<file path="src/rtl/vmu_page_swapper_pkg.sv">
// Shared definitions for the VMU page swapper slice.
//   tPADDR          : 3-bit physical page index (8 physical pages)
//   PAGE0..PAGE7    : named physical page indices
//   tSTATE          : swapper FSM state encoding
//   *_DEF           : default parameter values used by the swapper and page table
package vmu_page_swapper_pkg;

    localparam int unsigned VPN_W_DEF      = 8;
    localparam int unsigned PAGE_WORDS_DEF = 64;
    localparam int unsigned DATA_W_DEF     = 32;
    localparam int unsigned NUM_PAGES      = 8;

    typedef logic [2:0] tPADDR;

    localparam tPADDR PAGE0 = 3'd0;
    localparam tPADDR PAGE1 = 3'd1;
    localparam tPADDR PAGE2 = 3'd2;
    localparam tPADDR PAGE3 = 3'd3;
    localparam tPADDR PAGE4 = 3'd4;
    localparam tPADDR PAGE5 = 3'd5;
    localparam tPADDR PAGE6 = 3'd6;
    localparam tPADDR PAGE7 = 3'd7;

    typedef enum logic [2:0] {
        ST_IDLE  = 3'd0,
        ST_WB_RD = 3'd1,
        ST_WB_WR = 3'd2,
        ST_FILL  = 3'd3,
        ST_UPD   = 3'd4,
        ST_ACK   = 3'd5
    } tSTATE;

endpackage

</file>
<file path="src/rtl/vmu_page_table.sv">
// 8-entry physical page map: VPN tag, valid and dirty bit per physical page.
// Ports:
//   Clk, Reset                 clock, synchronous active-high reset (clears valid/dirty)
//   iLookupVpn                 VPN to look up
//   oHit, oHitIdx              combinational hit flag and matching physical page
//   iRdIdx                     entry to read out (combinational)
//   oRdTag, oRdValid, oRdDirty contents of entry iRdIdx
//   iUpdEn, iUpdIdx, iUpdTag,  install entry: tag, valid=1, dirty
//   iUpdDirty
//   iSetDirty, iSetDirtyIdx    mark an existing entry dirty (store hit)
module vmu_page_table
    import vmu_page_swapper_pkg::*;
#(
    parameter int unsigned VPN_W = VPN_W_DEF
)
(
    input  logic             Clk,
    input  logic             Reset,
    input  logic [VPN_W-1:0] iLookupVpn,
    output logic             oHit,
    output tPADDR            oHitIdx,
    input  tPADDR            iRdIdx,
    output logic [VPN_W-1:0] oRdTag,
    output logic             oRdValid,
    output logic             oRdDirty,
    input  logic             iUpdEn,
    input  tPADDR            iUpdIdx,
    input  logic [VPN_W-1:0] iUpdTag,
    input  logic             iUpdDirty,
    input  logic             iSetDirty,
    input  tPADDR            iSetDirtyIdx
);

    logic [VPN_W-1:0]     r_tag [NUM_PAGES];
    logic [NUM_PAGES-1:0] r_valid;
    logic [NUM_PAGES-1:0] r_dirty;

    logic  w_hit;
    tPADDR w_hitIdx;

    // Only valid entries may match; tags are unique among valid entries.
    always_comb begin
        w_hit    = 1'b0;
        w_hitIdx = PAGE0;
        for (int unsigned i = 0; i < NUM_PAGES; i++) begin
            if (r_valid[i] && (r_tag[i] == iLookupVpn)) begin
                w_hit    = 1'b1;
                w_hitIdx = tPADDR'(i);
            end
        end
    end

    assign oHit     = w_hit;
    assign oHitIdx  = w_hitIdx;
    assign oRdTag   = r_tag[iRdIdx];
    assign oRdValid = r_valid[iRdIdx];
    assign oRdDirty = r_dirty[iRdIdx];

    always_ff @(posedge Clk) begin
        if (Reset) begin
            r_valid <= '0;
            r_dirty <= '0;
            for (int unsigned i = 0; i < NUM_PAGES; i++) begin
                r_tag[i] <= '0;
            end
        end else if (iUpdEn) begin
            r_tag[iUpdIdx]   <= iUpdTag;
            r_valid[iUpdIdx] <= 1'b1;
            r_dirty[iUpdIdx] <= iUpdDirty;
        end else if (iSetDirty) begin
            r_dirty[iSetDirtyIdx] <= 1'b1;
        end
    end

endmodule

</file>
<file path="src/rtl/vmu_page_swapper.sv">
// Requester side of the LRU page tracker. Resolves virtual page requests
// against the 8-entry page map; on a miss evicts the LRU victim (writing it
// back to backing store if dirty) and fills the page from backing store.
// Every completed request reports the touched page to the LRU block.
// Ports:
//   Clk, Reset             clock, synchronous active-high reset
//   iReq, iVpn, iWr        translation request (held until oAck), VPN, store flag
//   oAck, oPpn             1-cycle completion pulse with physical page
//   iLRU_PAddr             current LRU victim page
//   oLRU_PAddr, oLRU_WEnb  page touch report, coincident with oAck
//   oPm_Addr/WEnb/WData    physical memory port {page,word}
//   iPm_RData              physical memory read data, 1-cycle latency
//   oBs_Req/Write/Addr/    backing store request (held until iBs_Ack),
//   WData                  address {vpn,word}, write data
//   iBs_Ack, iBs_RData     backing store ack and read data
module vmu_page_swapper
    import vmu_page_swapper_pkg::*;
#(
    parameter int unsigned VPN_W      = VPN_W_DEF,
    parameter int unsigned PAGE_WORDS = PAGE_WORDS_DEF,
    parameter int unsigned DATA_W     = DATA_W_DEF
)
(
    input  logic                                 Clk,
    input  logic                                 Reset,
    input  logic                                 iReq,
    input  logic [VPN_W-1:0]                     iVpn,
    input  logic                                 iWr,
    output logic                                 oAck,
    output tPADDR                                oPpn,
    input  tPADDR                                iLRU_PAddr,
    output tPADDR                                oLRU_PAddr,
    output logic                                 oLRU_WEnb,
    output logic [3+$clog2(PAGE_WORDS)-1:0]      oPm_Addr,
    output logic                                 oPm_WEnb,
    output logic [DATA_W-1:0]                    oPm_WData,
    input  logic [DATA_W-1:0]                    iPm_RData,
    output logic                                 oBs_Req,
    output logic                                 oBs_Write,
    output logic [VPN_W+$clog2(PAGE_WORDS)-1:0]  oBs_Addr,
    output logic [DATA_W-1:0]                    oBs_WData,
    input  logic                                 iBs_Ack,
    input  logic [DATA_W-1:0]                    iBs_RData
);

    localparam int unsigned      CNT_W     = $clog2(PAGE_WORDS);
    localparam logic [CNT_W-1:0] LAST_WORD = CNT_W'(PAGE_WORDS - 1);

    tSTATE            r_state;
    tSTATE            w_nextState;
    logic [CNT_W-1:0] r_cnt;
    tPADDR            r_victim;
    tPADDR            r_ackPpn;
    logic [DATA_W-1:0] r_wbData;
    logic             r_wbLoad;

    logic             w_hit;
    tPADDR            w_hitIdx;
    tPADDR            w_rdIdx;
    logic [VPN_W-1:0] w_rdTag;
    logic             w_rdValid;
    logic             w_rdDirty;
    logic             w_last;
    logic             w_updEn;
    logic             w_setDirty;

    // In IDLE the victim candidate is the live LRU input; afterwards the latched one.
    assign w_rdIdx    = (r_state == ST_IDLE) ? iLRU_PAddr : r_victim;
    assign w_last     = (r_cnt == LAST_WORD);
    assign w_updEn    = (r_state == ST_UPD);
    assign w_setDirty = (r_state == ST_IDLE) && iReq && w_hit && iWr;

    vmu_page_table #(
        .VPN_W (VPN_W)
    ) u_table (
        .Clk          (Clk),
        .Reset        (Reset),
        .iLookupVpn   (iVpn),
        .oHit         (w_hit),
        .oHitIdx      (w_hitIdx),
        .iRdIdx       (w_rdIdx),
        .oRdTag       (w_rdTag),
        .oRdValid     (w_rdValid),
        .oRdDirty     (w_rdDirty),
        .iUpdEn       (w_updEn),
        .iUpdIdx      (r_victim),
        .iUpdTag      (iVpn),
        .iUpdDirty    (iWr),
        .iSetDirty    (w_setDirty),
        .iSetDirtyIdx (w_hitIdx)
    );

    always_ff @(posedge Clk) begin
        if (Reset) begin
            r_state <= ST_IDLE;
        end else begin
            r_state <= w_nextState;
        end
    end

    always_comb begin
        w_nextState = r_state;
        oAck        = 1'b0;
        oPpn        = PAGE0;
        oLRU_PAddr  = PAGE0;
        oLRU_WEnb   = 1'b0;
        oPm_Addr    = '0;
        oPm_WEnb    = 1'b0;
        oPm_WData   = '0;
        oBs_Req     = 1'b0;
        oBs_Write   = 1'b0;
        oBs_Addr    = '0;
        oBs_WData   = '0;
        case (r_state)
            ST_IDLE: begin
                if (iReq) begin
                    if (w_hit) begin
                        w_nextState = ST_ACK;
                    end else if (w_rdValid && w_rdDirty) begin
                        w_nextState = ST_WB_RD;
                    end else begin
                        w_nextState = ST_FILL;
                    end
                end
            end
            ST_WB_RD: begin
                oPm_Addr    = {r_victim, r_cnt};
                w_nextState = ST_WB_WR;
            end
            ST_WB_WR: begin
                oBs_Req   = 1'b1;
                oBs_Write = 1'b1;
                oBs_Addr  = {w_rdTag, r_cnt};
                // Read data is live only in the first WB_WR cycle; later cycles
                // of a stalled write use the captured copy.
                oBs_WData = r_wbLoad ? iPm_RData : r_wbData;
                if (iBs_Ack) begin
                    w_nextState = w_last ? ST_FILL : ST_WB_RD;
                end
            end
            ST_FILL: begin
                oBs_Req  = 1'b1;
                oBs_Addr = {iVpn, r_cnt};
                if (iBs_Ack) begin
                    oPm_WEnb    = 1'b1;
                    oPm_Addr    = {r_victim, r_cnt};
                    oPm_WData   = iBs_RData;
                    w_nextState = w_last ? ST_UPD : ST_FILL;
                end
            end
            ST_UPD: begin
                w_nextState = ST_ACK;
            end
            ST_ACK: begin
                oAck        = 1'b1;
                oPpn        = r_ackPpn;
                oLRU_PAddr  = r_ackPpn;
                oLRU_WEnb   = 1'b1;
                w_nextState = ST_IDLE;
            end
            default: begin
                w_nextState = ST_IDLE;
            end
        endcase
    end

    always_ff @(posedge Clk) begin
        if (Reset) begin
            r_cnt    <= '0;
            r_victim <= PAGE0;
            r_ackPpn <= PAGE0;
            r_wbData <= '0;
            r_wbLoad <= 1'b0;
        end else begin
            case (r_state)
                ST_IDLE: begin
                    if (iReq) begin
                        r_cnt <= '0;
                        if (w_hit) begin
                            r_ackPpn <= w_hitIdx;
                        end else begin
                            r_victim <= iLRU_PAddr;
                        end
                    end
                end
                ST_WB_RD: begin
                    r_wbLoad <= 1'b1;
                end
                ST_WB_WR: begin
                    if (r_wbLoad) begin
                        r_wbData <= iPm_RData;
                        r_wbLoad <= 1'b0;
                    end
                    if (iBs_Ack) begin
                        r_cnt <= w_last ? '0 : r_cnt + CNT_W'(1);
                    end
                end
                ST_FILL: begin
                    if (iBs_Ack) begin
                        r_cnt <= w_last ? '0 : r_cnt + CNT_W'(1);
                    end
                end
                ST_UPD: begin
                    r_ackPpn <= r_victim;
                end
                default: begin
                end
            endcase
        end
    end

endmodule

</file>
<file path="config.mk">
export PLATFORM = sky130hd
export DESIGN_NAME = vmu_page_swapper
export DESIGN_NICKNAME = d
export VERILOG_FILES = /design/src/rtl/vmu_page_swapper_pkg.sv /design/src/rtl/vmu_page_table.sv /design/src/rtl/vmu_page_swapper.sv
export SDC_FILE = /design/constraint.sdc
export NUM_CORES = 1
export LEC_CHECK = 0
export CAP_MARGIN = 20
export CORE_UTILIZATION = 40
export CTS_BUF_LIST = sky130_fd_sc_hd__clkbuf_2
export DETAILED_ROUTE_END_ITERATION = 7
export PLACE_DENSITY = 0.74
export SLEW_MARGIN = 20
export SYNTH_ARGS = -nofsm -noshare
export SYNTH_HDL_FRONTEND = slang
export SYNTH_SLANG_ARGS = --single-unit
</file>
<file path="constraint.sdc">
create_clock -name Clk -period 2.5 [get_ports Clk]
set_input_delay 0.5 -clock Clk [delete_from_list [all_inputs] [get_ports Clk]]
set_output_delay 0.5 -clock Clk [all_outputs]
set_load 0.01 [all_outputs]
</file>
# Word level (Yosys, flattened, before mapping)
# Memory sizes are Yosys's and may differ from the RTL's.
# Cells that the tools add are included.
# W data, S select, Z words.
dict set report op_classes {
  addsub 1
  magnitude_cmp 5
  eq_ne 19
  mux 64
  bitwise_logic 3
  reduce_logical 25
}
# op count
set ops {}
lappend ops {{$mux W32} 4}
lappend ops {{$eq A8 B8 Y1} 8}
lappend ops {{$mux W3} 14}
lappend ops {{$pmux W14 S2} 1}
lappend ops {{$mux W1} 24}
lappend ops {{$mux W8} 3}
lappend ops {{$mux W6} 3}
lappend ops {{$pmux W9 S2} 1}
lappend ops {{$or A8 B8 Y8} 2}
lappend ops {{$pmux W3 S5} 1}
lappend ops {{$logic_and A1 B1 Y1} 14}
lappend ops {{$lt A3 B4 Y1 const B} 3}
lappend ops {{$pmux W6 S2} 1}
lappend ops {{$reduce_and A3 Y1} 4}
lappend ops {{$mux W9} 1}
lappend ops {{$bwmux W8} 1}
lappend ops {{$mux W2} 4}
lappend ops {{$ne A2 B2 Y1 const B} 4}
lappend ops {{$reduce_bool A2 Y1} 4}
lappend ops {{$reduce_or A8 Y1} 1}
lappend ops {{$add A6 B1 Y6 const B} 1}
lappend ops {{$bmux W1 S3} 2}
lappend ops {{$demux W1 S3} 2}
lappend ops {{$eq A3 B2 Y1 const B} 2}
lappend ops {{10 further kinds} 12}
dict set report word_totals {
  register_bits 64
  mem_bits_rw 64
  inputBits 80
  out_inout_bits 98
  n_memories 1
}
# name words word_bits rd rd_clocked_by_memory_dff write_ports line_no
set mem_list {}
lappend mem_list {u_table.r_tag 8 8 9 0 8 vmu_page_table.sv:34} ;# logic [VPN_W-1:0] r_tag [NUM_PAGES];

# Longest topological paths before layout
# An unclocked memory read counts as a cell.
dict set report depth {
  word_depth 17
  mapped_depth 10
  depth_no_buf 7
}

# By module
# Synthesis repeated with hierarchy kept, for this count alone.
dict set report hier_totals {
  cells_unflattened 767
  hier_area_um2 7576.0
}
# module n_inst cells_each area_each_um2
set by_module_without_submodules {}
lappend by_module_without_submodules {vmu_page_table 1 369 4554.4}
lappend by_module_without_submodules {vmu_page_swapper 1 398 3021.6}

# Least setup slack after synthesis
# OpenSTA, ideal clock, no wires.
dict set report synth_path {
  path_type {reg-to-output}
  from {register r_state[0]}
  to {output port oBs_Addr[10]}
  arrival_ns 2.202
  required_ns 2.000
  path_slack_ns -0.202
  stages_incl_launch_ff 10
  n_path_buf 2
  cell_sequence {dfxtp_1 -> buf_6 -> nor3_4 -> mux2i_4 -> buf_6 -> mux4_2 -> mux2i_1 -> nor2_1 -> a21oi_1 -> nor2_1}
}
dict set report synth_via {
  elab_chain_cells 4
}
# element line_no
set synth_lines {}
lappend synth_lines {{start, declared} vmu_page_swapper.sv:49} ;# tSTATE r_state;
lappend synth_lines {{start signal, assigned} vmu_page_swapper.sv:97} ;# r_state <= w_nextState;
lappend synth_lines {{$logic_not A3 Y1} vmu_page_swapper.sv:68} ;# assign w_rdIdx = (r_state == ST_IDLE) ? iLRU_PAddr : r_victim;
lappend synth_lines {{$mux W3} vmu_page_swapper.sv:68}
lappend synth_lines {{$mem_v2 Z8 W8} --}
lappend synth_lines {{$pmux W14 S2 *} vmu_page_swapper.sv:114} ;# case (r_state)
lappend synth_lines {{end, declared} vmu_page_swapper.sv:40} ;# output logic [VPN_W+$clog2(PAGE_WORDS)-1:0] oBs_Addr,
# Every way passes the cells marked *; elsewhere a longest branch is shown, timed or not.

# Final worst setup path
dict set report layout_path {
  from {register r_state[0]}
  to {output port oBs_Addr[6]}
}
# Same word-level chain as after synthesis.

==> Implementation_results.wiki <==
{| class="wikitable"
! Metric !! Value
|-
| Count of nets after finishing || 1123
|-
| Worst Max-Slew Pin Slew || 0.6465 ns
|-
| Die footprint || ~19000 um^2
|-
| Hold Crit Endpoint || u_table.r_dirty[1]$_SDFFE_PP0P_
|-
| Type of the tightest min-delay check || primary input to flip-flop
|-
| Outcome || finished, violations left
|-
| I/O pin count || about 180
|-
| Post-route worst setup slack || -0.9815 ns
|-
| Category of cells accounting for the largest share of critical-path delay || multiplexers
|-
| Hold Path Depth || 3
|-
| Final Routed Wirelength || ~22000 um
|-
| Area after DPL || 10090 um^2
|-
| Final-report hold violation count || 0
|-
| Critical-path cell with the highest stage delay || sky130_fd_sc_hd__mux4_2
|-
| Count of TritonRoute iterations in the first routing pass || 5
|-
| Initial DRC count || between 500 and 600
|-
| Post-route minimum period || between 3 and 4 ns
|-
| Core area || 18210 um^2
|-
| Hold Crit Start || Reset
|-
| Synthesized area || 7537 um^2
|-
| Reg2Reg Launch Point || r_state[1]$_SDFFE_PP0P_
|-
| Placed Cells incl. Taps || around 1200
|-
| Instance count of the mapped netlist || 818
|-
| Slew headroom || 56.90%
|-
| Number of hold-repair buffers added at the cts stage || 0
|-
| Setup tns final || -34.62 ns
|-
| Crit-path max FO || 7
|-
| Via density per instance || 5.318
|-
| Finish-stage setup viols || 82
|-
| Worst endpoint data arrival time || 2.98 ns
|-
| Top area cells in the synthesized netlist || sky130_fd_sc_hd__edfxtp_1 (25%), sky130_fd_sc_hd__dfxtp_1 (17%), sky130_fd_sc_hd__and2_1 (9.5%), sky130_fd_sc_hd__xnor2_1 (7.4%), sky130_fd_sc_hd__mux2i_1 (6.4%)
|-
| Number of sinks driven by the clock tree || around 130
|-
| Die height || between 100 and 150 um
|-
| Proportion of layout cells with a drive suffix above 1 || 19.15%
|-
| Synthesis Warnings || 0
|-
| Latest clock arrival within the worst-skew pair || 0.74 ns
|-
| Critical path cell sequence || nor3_4 > mux2i_4 > buf_12 > buf_8 > mux4_2 > mux2i_1 > nor2_1 > a21oi_1 > nor2_1 > buf_4
|-
| Synth cell types || 56
|-
| Worst supply voltage drop on vdd || 0.3357 mV
|-
| Die W || 139.3 um
|-
| Final-layout fill cell count || between 1500 and 2000
|-
| Pleak || 3.976 nW
|-
| Cell type with the highest aggregate area in the netlist || sky130_fd_sc_hd__edfxtp_1
|-
| All-layer global routing usage || 22.88%
|-
| Number of remaining DRC errors || 0
|-
| Post-DR wirelength/cell || about 17 um
|-
| Req. time, crit path || 2.00 ns
|-
| Combinational cell fraction of total power || roughly two fifths
|-
| Clock tree from TritonCTS || done
|-
| Net switching power figure || 2.094 mW
|-
| Clock tree root driver cell || sky130_fd_sc_hd__clkbuf_2
|-
| Initial antenna violation count || 1
|-
| Synth top cells by count || sky130_fd_sc_hd__and2_1 (114), sky130_fd_sc_hd__nand2_1 (99), sky130_fd_sc_hd__nor2_1 (74)
|-
| Min Hold Slack || about 0.11 ns
|-
| Share of power burned in registers || 39.1%
|-
| Cells on worst reg2reg path || 8
|-
| Max-slew violation count || 0
|-
| Cell Count, Final, Fillers Out || 1285
|-
| Register-to-Register Setup Slack || around 0.17 ns
|-
| #FFs+latches synth || 128
|-
| Largest stage delay, worst path || 0.51 ns
|-
| Clock input transition at the sequential cells of the worst setup and hold paths || 0.21 ns
|-
| Count of standard-cell rows || 49
|-
| Crit path capture type || output port
|-
| GR met2 Demand/Resource || 39.28%
|-
| Number of enable flip-flop cells after synthesis || 64
|-
| Vias in the first global route || 6353
|-
| Kind of critical path || flip-flop to output port
|-
| Remaining antenna violation count || 0
|-
| Vias after detailed routing || 6833
|-
| Post-route cell area || ~10000 um^2
|-
| Period Utilization, post-route || 139.3%
|-
| Initial standard-cell utilization of the core || 41.39%
|-
| H-Tree Depth || 4
|-
| Largest net degree at the start of global routing || 59
|-
| Port buffer count || 177
|-
| Internal portion of total power || 4.028 mW
|-
| Longest Clk Path Bufs || 2
|-
| Mean instance size in the synthesized netlist || ~9.2 um^2
|-
| Global routing usage on met1 || 27.71%
|-
| Switching power share of the total || between 30% and 40%
|-
| Number of violations of the max-capacitance limit || 0
|-
| Most common cell in the synthesized netlist || sky130_fd_sc_hd__and2_1
|-
| Signed area change from the synthesized netlist to the final layout || 38.84%
|-
| Congestion Overflow GR || 0
|-
| Global-route wire length before repair || roughly 34000 um
|-
| Buf+Inv Stages, Crit Path || 3
|-
| GPL Wtd Cong || roughly 0.88
|-
| Ys flop type || sky130_fd_sc_hd__edfxtp_1
|-
| Startpoint type of the worst setup path || flip-flop
|-
| Part of the Yosys area used for sequential elements || roughly 42%
|-
| Violated checks || setup timing
|-
| Setup repair after global routing missed its margin || yes
|-
| R2R Path End || u_table.r_tag[6][6]$_SDFFCE_PN0P_
|-
| Most common cell type on the critical path || sky130_fd_sc_hd__nor2_1
|-
| Clock power frac || 20.9%
|-
| Pwr/cell area || ~600 nW/um^2
|-
| Met3 layer usage reported by global route || 6.401%
|-
| Share of synthesized flip-flops with an asynchronous set or reset || 0%
|-
| Net Count, Synth || 899
|-
| Peak Freq || approximately 290 MHz
|-
| Area share of the leading cell type in the synthesized netlist || 25.50%
|-
| Clock skew after layout || 0.03608 ns
|-
| Detailed placement HPWL || 16610 um
|-
| GR peak layer || met2
|-
| Cts bufs inserted || 17
|}
[sequential cells by signal, indices dropped and copies added, names as in the netlist]
signal           cells
u_table.r_tag       64
r_wbData            32
u_table.r_dirty      8
u_table.r_valid      8
r_cnt                6
r_ackPpn             3
r_state              3
r_victim             3
r_wbLoad             1
[layout by cell type (no fill, tap or decap), types with 3 or more instances in the layout]
master | synthesis | layout
sky130_fd_sc_hd__nor2_2 | 1 | 7
sky130_fd_sc_hd__buf_2 | 19 | 12
sky130_fd_sc_hd__dfxtp_2 | 0 | 4
sky130_fd_sc_hd__and3_1 | 4 | 3
sky130_fd_sc_hd__nor3_1 | 17 | 17
sky130_fd_sc_hd__mux4_1 | 5 | 3
sky130_fd_sc_hd__dlygate4sd2_1 | 0 | 11
sky130_fd_sc_hd__nand4_1 | 15 | 15
sky130_fd_sc_hd__or3_1 | 3 | 3
sky130_fd_sc_hd__nand3b_1 | 4 | 4
sky130_fd_sc_hd__nor2b_1 | 4 | 4
sky130_fd_sc_hd__dfxtp_1 | 64 | 60
sky130_fd_sc_hd__a21o_1 | 8 | 8
sky130_fd_sc_hd__inv_1 | 6 | 5
sky130_fd_sc_hd__clkbuf_2 | 0 | 25
sky130_fd_sc_hd__o311a_1 | 3 | 3
sky130_fd_sc_hd__nand3_1 | 27 | 27
sky130_fd_sc_hd__mux4_2 | 11 | 13
sky130_fd_sc_hd__a21oi_1 | 58 | 56
sky130_fd_sc_hd__clkdlybuf4s15_2 | 0 | 21
sky130_fd_sc_hd__clkdlybuf4s50_1 | 0 | 125
sky130_fd_sc_hd__and2_1 | 114 | 114
sky130_fd_sc_hd__xnor2_1 | 64 | 64
sky130_fd_sc_hd__buf_12 | 0 | 17
sky130_fd_sc_hd__nor2_1 | 74 | 67
sky130_fd_sc_hd__o21ai_0 | 21 | 21
sky130_fd_sc_hd__buf_4 | 4 | 70
sky130_fd_sc_hd__o211ai_1 | 4 | 4
sky130_fd_sc_hd__mux2i_1 | 48 | 47
sky130_fd_sc_hd__inv_2 | 1 | 4
sky130_fd_sc_hd__buf_6 | 2 | 4
sky130_fd_sc_hd__edfxtp_1 | 64 | 64
sky130_fd_sc_hd__clkinv_4 | 0 | 4
sky130_fd_sc_hd__nand2_1 | 99 | 98
[per-layer routing]
layer / vias up / share of wire (%)
li1: 3284 / -
met1: 3231 / 41
met2: 282 / 49
met3: 36 / 7.9
met4: 0 / 2.0
met5: - / 0
[cell families after synthesis]
family | Yosys count | synth area share (%)
adder cells (fa/ha/maj) | 1 | 0.1660
AO/OA/AOI/OAI | 113 | 8.815
flip-flops | 128 | 42.50
buffers and inverters | 71 | 4.250
multiplexers | 65 | 11.70
AND/OR/NAND/NOR | 376 | 25.13
XOR/XNOR | 64 | 7.437
[power groups by stage]
stage,clock network (mW),registers (mW),logic [mW]
floorplan,0,2.39,1.35
global placement,0,2.43,2.27
detailed placement,0,2.43,2.30
CTS,1.30,2.39,2.41
global route,1.40,2.40,2.63
finish,1.28,2.39,2.45
[per-stage QoR]
step                      setup WS (ns)  util (%)  power, mW
after floorplan                 -0.2024         -      3.740
after global placement          -0.8149     55.44      4.697
after detailed placement        -0.9145     55.44      4.727
after CTS                        -1.058     57.30      6.101
after global routing             -1.125     57.47      6.440
final                           -0.9815     57.47      6.121
[worst max-delay path by stage]
stage / start / end / slack, ns / cells after the start
global placement: iLRU_PAddr[0] / oBs_Addr[13] / -0.81 / 9
floorplan: r_state[0]$_SDFFE_PP0P_ / oBs_Addr[10] / -0.20 / 9
finish: r_state[0]$_SDFFE_PP0P_ / oBs_Addr[6] / -0.98 / 10
detailed placement: iLRU_PAddr[0] / oBs_Addr[6] / -0.91 / 9
global route: r_state[0]$_SDFFE_PP0P_ / oBs_Addr[6] / -1.13 / 10
CTS: r_state[0]$_SDFFE_PP0P_ / oBs_Addr[6] / -1.06 / 10
[area by class of cell]
cell class	count	area [um^2]	share of cell area [%]
inverters	7	26.28	0.2511
flip-flops and latches	128	3208	30.66
clock inverters	13	137.6	1.315
repair buffers	269	2648	25.30
well taps	229	286.5	2.738
clock buffers	19	95.09	0.9087
diodes	1	2.502	0.02391
multi-input cells	619	4061	38.81
[tightest hold or removal path: stages]
cell	delay, ns
sky130_fd_sc_hd__buf_2	0.09
sky130_fd_sc_hd__inv_1	0.11
sky130_fd_sc_hd__o311a_1	0.14
[repair_timing]
action,in CTS,in global routing
setup endpoints to repair,98,147
buffers inserted,5,7
pin swaps,1,3
endpoints found under the hold margin,0,0
gates resized for setup,152,23
cloned,2,0
No activity file was read; power rests on OpenSTA's default activity.
